<file path="src/rtl/alu_pipe.sv">
// -----------------------------------------------------------------------------
// alu_pipe -- registered, parametrised ALU with valid/ready handshakes.
//
// Purpose:
//   Accepts one operation per cycle from the issue logic and presents a
//   registered result plus status flags to the writeback stage. The output
//   register holds its contents while the consumer applies backpressure.
//
// Configuration macro:
//   ALU_PIPE_MUL_EN  When defined, opcode 9 (MUL) is implemented as an
//                    iterative shift-add multiplier with a BUSY state
//                    (latency WIDTH+1). When undefined, there is no multiplier
//                    and opcode 9 is reported as illegal with latency 1.
//
// Parameters:
//   WIDTH  operand/result width in bits (4..64)
//   SHW    low bits of b used as shift amount (derived, do not override)
//
// Ports:
//   clk        in   system clock, rising edge
//   rst        in   synchronous active-high reset
//   in_valid   in   operand/opcode valid
//   in_ready   out  block can accept an operation this cycle
//   a, b       in   operands A and B
//   opcode     in   operation select (0..9 defined, 10..15 illegal)
//   out_valid  out  result valid
//   out_ready  in   consumer accepts result
//   result     out  registered result
//   flags      out  {illegal, overflow, carry, negative, zero}
// -----------------------------------------------------------------------------
module alu_pipe #(
  parameter int WIDTH = 8,
  parameter int SHW   = $clog2(WIDTH)
) (
  input  logic             clk,
  input  logic             rst,
  input  logic             in_valid,
  output logic             in_ready,
  input  logic [WIDTH-1:0] a,
  input  logic [WIDTH-1:0] b,
  input  logic [3:0]       opcode,
  output logic             out_valid,
  input  logic             out_ready,
  output logic [WIDTH-1:0] result,
  output logic [4:0]       flags
);

  localparam logic [3:0] OP_ADD = 4'd0;
  localparam logic [3:0] OP_SUB = 4'd1;
  localparam logic [3:0] OP_AND = 4'd2;
  localparam logic [3:0] OP_OR  = 4'd3;
  localparam logic [3:0] OP_NOT = 4'd4;
  localparam logic [3:0] OP_XOR = 4'd5;
  localparam logic [3:0] OP_SHL = 4'd6;
  localparam logic [3:0] OP_SHR = 4'd7;
  localparam logic [3:0] OP_SRA = 4'd8;
`ifdef ALU_PIPE_MUL_EN
  localparam logic [3:0] OP_MUL = 4'd9;
`endif

  // Packs the flag vector; negative and zero always derive from the result.
  function automatic logic [4:0] pack_flags(
    input logic             ill,
    input logic             ovf,
    input logic             cy,
    input logic [WIDTH-1:0] r
  );
    return {ill, ovf, cy, r[WIDTH-1], (r == {WIDTH{1'b0}})};
  endfunction

  // Single-cycle datapath: returns {flags, result}. Any opcode not listed
  // (including MUL, which never reaches here when the multiplier exists)
  // yields result 0 with only illegal and zero set.
  function automatic logic [WIDTH+4:0] alu_eval(
    input logic [3:0]       op,
    input logic [WIDTH-1:0] x,
    input logic [WIDTH-1:0] y
  );
    logic [WIDTH:0]   wide;
    logic [WIDTH-1:0] r;
    logic [SHW-1:0]   sh;
    logic             ill;
    logic             ovf;
    logic             cy;
    wide = {(WIDTH+1){1'b0}};
    r    = {WIDTH{1'b0}};
    sh   = y[SHW-1:0];
    ill  = 1'b0;
    ovf  = 1'b0;
    cy   = 1'b0;
    case (op)
      OP_ADD: begin
        wide = {1'b0, x} + {1'b0, y};
        r    = wide[WIDTH-1:0];
        cy   = wide[WIDTH];
        ovf  = (x[WIDTH-1] == y[WIDTH-1]) && (r[WIDTH-1] != x[WIDTH-1]);
      end
      OP_SUB: begin
        r   = x - y;
        cy  = (x < y);
        ovf = (x[WIDTH-1] != y[WIDTH-1]) && (r[WIDTH-1] != x[WIDTH-1]);
      end
      OP_AND: r = x & y;
      OP_OR:  r = x | y;
      OP_NOT: r = ~x;
      OP_XOR: r = x ^ y;
      OP_SHL: r = x << sh;
      OP_SHR: r = x >> sh;
      OP_SRA: r = $unsigned($signed(x) >>> sh);
      default: begin
        ill = 1'b1;
        r   = {WIDTH{1'b0}};
      end
    endcase
    return {pack_flags(ill, ovf, cy, r), r};
  endfunction

  logic             out_valid_q, out_valid_d;
  logic [WIDTH-1:0] result_q, result_d;
  logic [4:0]       flags_q, flags_d;
  logic [WIDTH+4:0] eval;
  logic             accept;

  assign accept    = in_valid && in_ready;
  assign out_valid = out_valid_q;
  assign result    = result_q;
  assign flags     = flags_q;

`ifdef ALU_PIPE_MUL_EN
  typedef enum logic [0:0] {IDLE = 1'b0, BUSY = 1'b1} state_t;
  localparam int CW = $clog2(WIDTH + 1);
  localparam logic [CW-1:0] CNT_LAST = CW'(WIDTH);

  state_t             state_q, state_d;
  logic [2*WIDTH-1:0] acc_q, acc_d;
  logic [2*WIDTH-1:0] mcand_q, mcand_d;
  logic [WIDTH-1:0]   mplier_q, mplier_d;
  logic [CW-1:0]      cnt_q, cnt_d;
  logic               start_mul;
  logic               mul_done;

  assign in_ready  = (state_q == IDLE) && (!out_valid_q || out_ready);
  assign start_mul = accept && (opcode == OP_MUL);
  // All WIDTH shift-add steps are complete; this edge loads the product.
  assign mul_done  = (state_q == BUSY) && (cnt_q == CNT_LAST);

  // FSM next state.
  always_comb begin
    state_d = state_q;
    case (state_q)
      IDLE:    state_d = start_mul ? BUSY : IDLE;
      BUSY:    state_d = mul_done ? IDLE : BUSY;
      default: state_d = IDLE;
    endcase
  end

  // Shift-add multiplier datapath: latch on start, one step per BUSY cycle.
  always_comb begin
    acc_d    = acc_q;
    mcand_d  = mcand_q;
    mplier_d = mplier_q;
    cnt_d    = cnt_q;
    if (start_mul) begin
      acc_d    = {(2*WIDTH){1'b0}};
      mcand_d  = {{WIDTH{1'b0}}, a};
      mplier_d = b;
      cnt_d    = {CW{1'b0}};
    end else if ((state_q == BUSY) && !mul_done) begin
      acc_d    = mplier_q[0] ? (acc_q + mcand_q) : acc_q;
      mcand_d  = mcand_q << 1;
      mplier_d = mplier_q >> 1;
      cnt_d    = cnt_q + {{(CW-1){1'b0}}, 1'b1};
    end else begin
      acc_d    = acc_q;
      mcand_d  = mcand_q;
      mplier_d = mplier_q;
      cnt_d    = cnt_q;
    end
  end

  // Multiplier state registers.
  always_ff @(posedge clk) begin
    if (rst) begin
      state_q  <= IDLE;
      acc_q    <= {(2*WIDTH){1'b0}};
      mcand_q  <= {(2*WIDTH){1'b0}};
      mplier_q <= {WIDTH{1'b0}};
      cnt_q    <= {CW{1'b0}};
    end else begin
      state_q  <= state_d;
      acc_q    <= acc_d;
      mcand_q  <= mcand_d;
      mplier_q <= mplier_d;
      cnt_q    <= cnt_d;
    end
  end
`else
  assign in_ready = !out_valid_q || out_ready;
`endif

  // Output register next-state: load a new result, hand off, or hold.
  always_comb begin
    out_valid_d = out_valid_q;
    result_d    = result_q;
    flags_d     = flags_q;
    eval        = alu_eval(opcode, a, b);
`ifdef ALU_PIPE_MUL_EN
    if (mul_done) begin
      out_valid_d = 1'b1;
      result_d    = acc_q[WIDTH-1:0];
      flags_d     = pack_flags(1'b0, 1'b0, |acc_q[2*WIDTH-1:WIDTH],
                               acc_q[WIDTH-1:0]);
    end else if (start_mul) begin
      // Any held result is handed off on this same edge (in_ready implies
      // out_ready), and nothing new is valid until the product loads.
      out_valid_d = 1'b0;
    end else if (accept) begin
`else
    if (accept) begin
`endif
      out_valid_d = 1'b1;
      result_d    = eval[WIDTH-1:0];
      flags_d     = eval[WIDTH+4:WIDTH];
    end else if (out_valid_q && out_ready) begin
      out_valid_d = 1'b0;
    end else begin
      out_valid_d = out_valid_q;
    end
  end

  // Output registers.
  always_ff @(posedge clk) begin
    if (rst) begin
      out_valid_q <= 1'b0;
      result_q    <= {WIDTH{1'b0}};
      flags_q     <= 5'b00000;
    end else begin
      out_valid_q <= out_valid_d;
      result_q    <= result_d;
      flags_q     <= flags_d;
    end
  end

endmodule

</file>
<file path="config.mk">
export PLATFORM = sky130hd
export DESIGN_NAME = alu_pipe
export DESIGN_NICKNAME = d
export VERILOG_FILES = /design/src/rtl/alu_pipe.sv
export SDC_FILE = /design/constraint.sdc
export NUM_CORES = 1
export LEC_CHECK = 0
export BUFFER_PORTS_ARGS = -buffer_cell sky130_fd_sc_hd__buf_2
export CAP_MARGIN = 20
export CORE_MARGIN = 2
export CORE_UTILIZATION = 55
export CTS_BUF_LIST = sky130_fd_sc_hd__clkbuf_4 sky130_fd_sc_hd__clkbuf_8
export DETAILED_ROUTE_END_ITERATION = 10
export PLACE_DENSITY = 0.81
export SLEW_MARGIN = 20
export SYNTH_ARGS = -nofsm -noshare
export SYNTH_HDL_FRONTEND = slang
export SYNTH_SLANG_ARGS = --single-unit
</file>
<file path="constraint.sdc">
create_clock -name clk -period 6.15 [get_ports clk]
set_input_delay 0.9225 -clock clk [delete_from_list [all_inputs] [get_ports clk]]
set_output_delay 0.9225 -clock clk [all_outputs]
set_load 0.02 [all_outputs]
</file>
==> metrics.md <==
| Metric | Value |
|---|---|
| RSZ-0062 raised after global routing | `false` |
| Post-CTS Resized | `0` |
| CP Data Required Time | `6.29 ns` |
| Min cycle time layout | `3.37 ns` |
| Iter 0 DRT Violations | `245` |
| Drt drc | `0` |
| Clock Tree Buf Depth | `2` |
| Fin nets | `378` |
| CP startpoint kind | `input pin` |
| Post-synth top area share | `13.3%` |
| Yosys cell types | `62` |
| Final Hold Vio Count | `0` |
| Syn Std Cell Area | `2350 um2` |
| Vias | `2473` |
| Top FF cell, synth | `dfxtp_1` |
| Area of the multi-input gates | `1900 um2` |
| Sequential share of the synthesized area | `11.1%` |
| ANT cells | `0` |
| Initial antenna violation count | `0` |
| Initial Utilization | `58.0%` |
| Mapped Cells | `306` |
| Register clock-pin slew on the reported worst setup and hold paths | `0.05 ns` |
| Worst Reg2Reg Path Length in Cells | `7` |
| CTS buffer count | `3` |
| Worst setup EP type | `flop` |
| Root Buffer | `clkbuf_8` |
| Most common cell after layout, fill and taps aside | `buf_2` |
| F_max | `296 MHz` |
| Worst slew pin tran | `0.894 ns` |
| CTS tree | `done` |
| Hold buffers post-CTS | `0` |
| Fin Clk Skew | `0.00193 ns` |
| Status | `finished, final reports clean` |
| Average size of a mapped cell | `7.70 um2` |
| CTS sink count | `13` |
| Pre-Repair DR Iteration Count | `5` |
| Clock Latency Late Sink | `0.25 ns` |
| First-pass GRT wire length | `10.9 mm` |
| Core Box Area | `4060 um2` |
| Crit Path Category | `in2reg` |
| Syn Nets | `357` |
| Filler cell count | `362` |
| Yosys Warn Count | `0` |
| Worst r2r src | `out_valid$_SDFFE_PP0P_` |
| Vias in the first global route | `2193` |
| DP Worst Slack | `2.57 ns` |
| WP data arrival | `3.52 ns` |
| GPL Wtd Cong | `0.966` |
| CP Max Fanout | `20` |
| Highest ir drop seen on vdd | `0.0624 mV` |
| Leading area contributor after synthesis | `ha_1` |
| Commonest cells after routing, fill and taps aside | `buf_2, inv_1, ha_1` |
| FFs w/ async S/R, synth | `0%` |
| Seq. cell area | `260 um2` |
| Fin crit share | `54.9%` |
| Finished Core Util | `63.1%` |
| Port Buffers | `38` |
| DIE HEIGHT | `69.4 um` |
| EDFF count, synth | `0` |
| # H-tree levels | `1` |
| Share of cells above drive strength 1 | `16.3%` |
| Final setup violation count | `0` |
| IO Pins | `39` |
| Post-synthesis register bit count | `13` |
| Detailed Place HPWL | `4.93 mm` |
| DP Cell Count | `372` |
| Post-route ant nets | `0` |
| WL final | `6.52 mm` |
| Worst R2R End | `flags[0]$_SDFFE_PP0P_` |
| R2r setup slk | `3.80 ns` |
| Num rows | `23` |
| Largest net degree at the start of global routing | `53` |
| Hold Path Class | `reg2reg` |
| Slew Viols, Final | `0` |
| Pwr/cell area | `138 nW/um2` |
| Leak | `1.11 nW` |
| Setup TNS | `0 ns` |
| P&R area growth vs syn | `8.66%` |
| Setup bufs post-CTS | `0` |
| Routed len/inst | `17.3 um` |
| Finished Layout Cells | `376` |
| Congestion Overflow GR | `0` |
| Total die area | `4820 um2` |
| Hold Startpoint | `flags[4]$_SDFFE_PP0P_` |
| Final WS setup | `2.78 ns` |
| WHS Endpoint | `flags[4]$_SDFFE_PP0P_` |
| Max Cap Violations | `0` |
| Hold path depth | `2` |
| Slew HR | `40.4%` |
| Via density per instance | `6.58` |
| Total GRT Usage | `27.2%` |
| Die Wd | `69.4 um` |
| Synth area leaders | `ha_1, dfxtp_1, a211oi_1` |
through the flow:
stage / total power [mW] / hold WS (ns) / area, um2
floorplan: 0.222 / 0.528 / 2350
CTS: 0.351 / 0.449 / 2560
finish: 0.354 / 0.446 / 2560
global placement: 0.265 / 0.438 / 2510
global route: 0.376 / 0.481 / 2560
detailed placement: 0.269 / 0.442 / 2510
kinds of logic after synthesis:
family / after synthesis / synth area share, %
adders and majority gates: 27 / 15.0
muxes: 17 / 12.8
AOI/OAI and AO/OA: 101 / 29.2
DFF: 13 / 11.1
buffers and inverters: 49 / 8.45
xor gates and xnor gates: 5 / 1.86
and+or+nand+nor: 94 / 21.7
metal layers:
layer  global-route usage (%)  wire [um]  vias to the layer above
met5                        0          0                        -
met1                     39.4       2950                     1143
met3                     3.20        580                        9
met4                     6.54        123                        0
met2                     42.8       2870                      121
li1                         -          -                     1200
registers in the layout (all words and copies together), names as in the netlist:
signal	count
flags	5
out_valid	1
result	7
how the worst max path moves through the flow:
| stage | start | slack [ns] | to | depth (start not counted) |
|---|---|---|---|---|
| after floorplan | b[1] | 3.21 | flags[1]$_SDFFE_PP0P_ | 10 |
| after global placement | b[1] | 2.71 | flags[1]$_SDFFE_PP0P_ | 10 |
| after detailed placement | b[1] | 2.57 | flags[0]$_SDFFE_PP0P_ | 10 |
| after CTS | b[1] | 2.83 | flags[0]$_SDFFE_PP0P_ | 10 |
| after global routing | b[1] | 2.60 | flags[1]$_SDFFE_PP0P_ | 10 |
| final | b[1] | 2.78 | flags[0]$_SDFFE_PP0P_ | 10 |
synthesized netlist by cell type, types with 2 or more instances:
library cell,number
mux4_1,4
o311ai_0,2
nand3b_1,5
xnor2_1,3
mux4_2,5
buf_1,2
mux2_2,3
a221oi_1,3
nor4_1,2
a31oi_1,3
inv_1,27
buf_2,3
a21o_1,4
o22ai_1,2
xor2_1,2
nor2_1,22
and3_1,2
a22oi_1,4
a211oi_1,17
dfxtp_1,13
nand2_1,14
o21ai_0,20
nor4b_1,2
nor3b_1,5
ha_1,25
nor2b_1,5
a32oi_1,4
nand2b_1,5
a311oi_1,2
fa_1,2
clkbuf_1,15
nor3_1,12
a21oi_1,22
or3_1,2
and2_1,2
nand4b_1,2
nand4_1,2
o211ai_1,3
nand3_1,7
mux2i_1,5
layout make-up:
cell class / count / share of cell area, %
well taps: 50 / 2.44
inverters: 27 / 3.96
clock buffers: 4 / 1.91
flip-flops and latches: 13 / 10.2
repair buffers: 38 / 7.43
multi-input cells: 244 / 74.1
worst max-delay path, stage by stage:
cell and delay [ns]:
buf_2 0.33, inv_1 0.29, fa_1 0.47, nor3b_1 0.16
o31ai_1 0.46, nand4_1 0.16, o311a_1 0.14, o21ai_0 0.17
a211oi_1 0.13, a41o_1 0.28
report_power, final:
| part | internal [mW] | switching, mW | total, mW |
|---|---|---|---|
| clock network | 0.0503 | 0.0319 | 0.0822 |
| logic | 0.0691 | 0.110 | 0.179 |
| registers | 0.0903 | 0.00261 | 0.0929 |
Note: power is estimated with default switching activity, not from simulation.
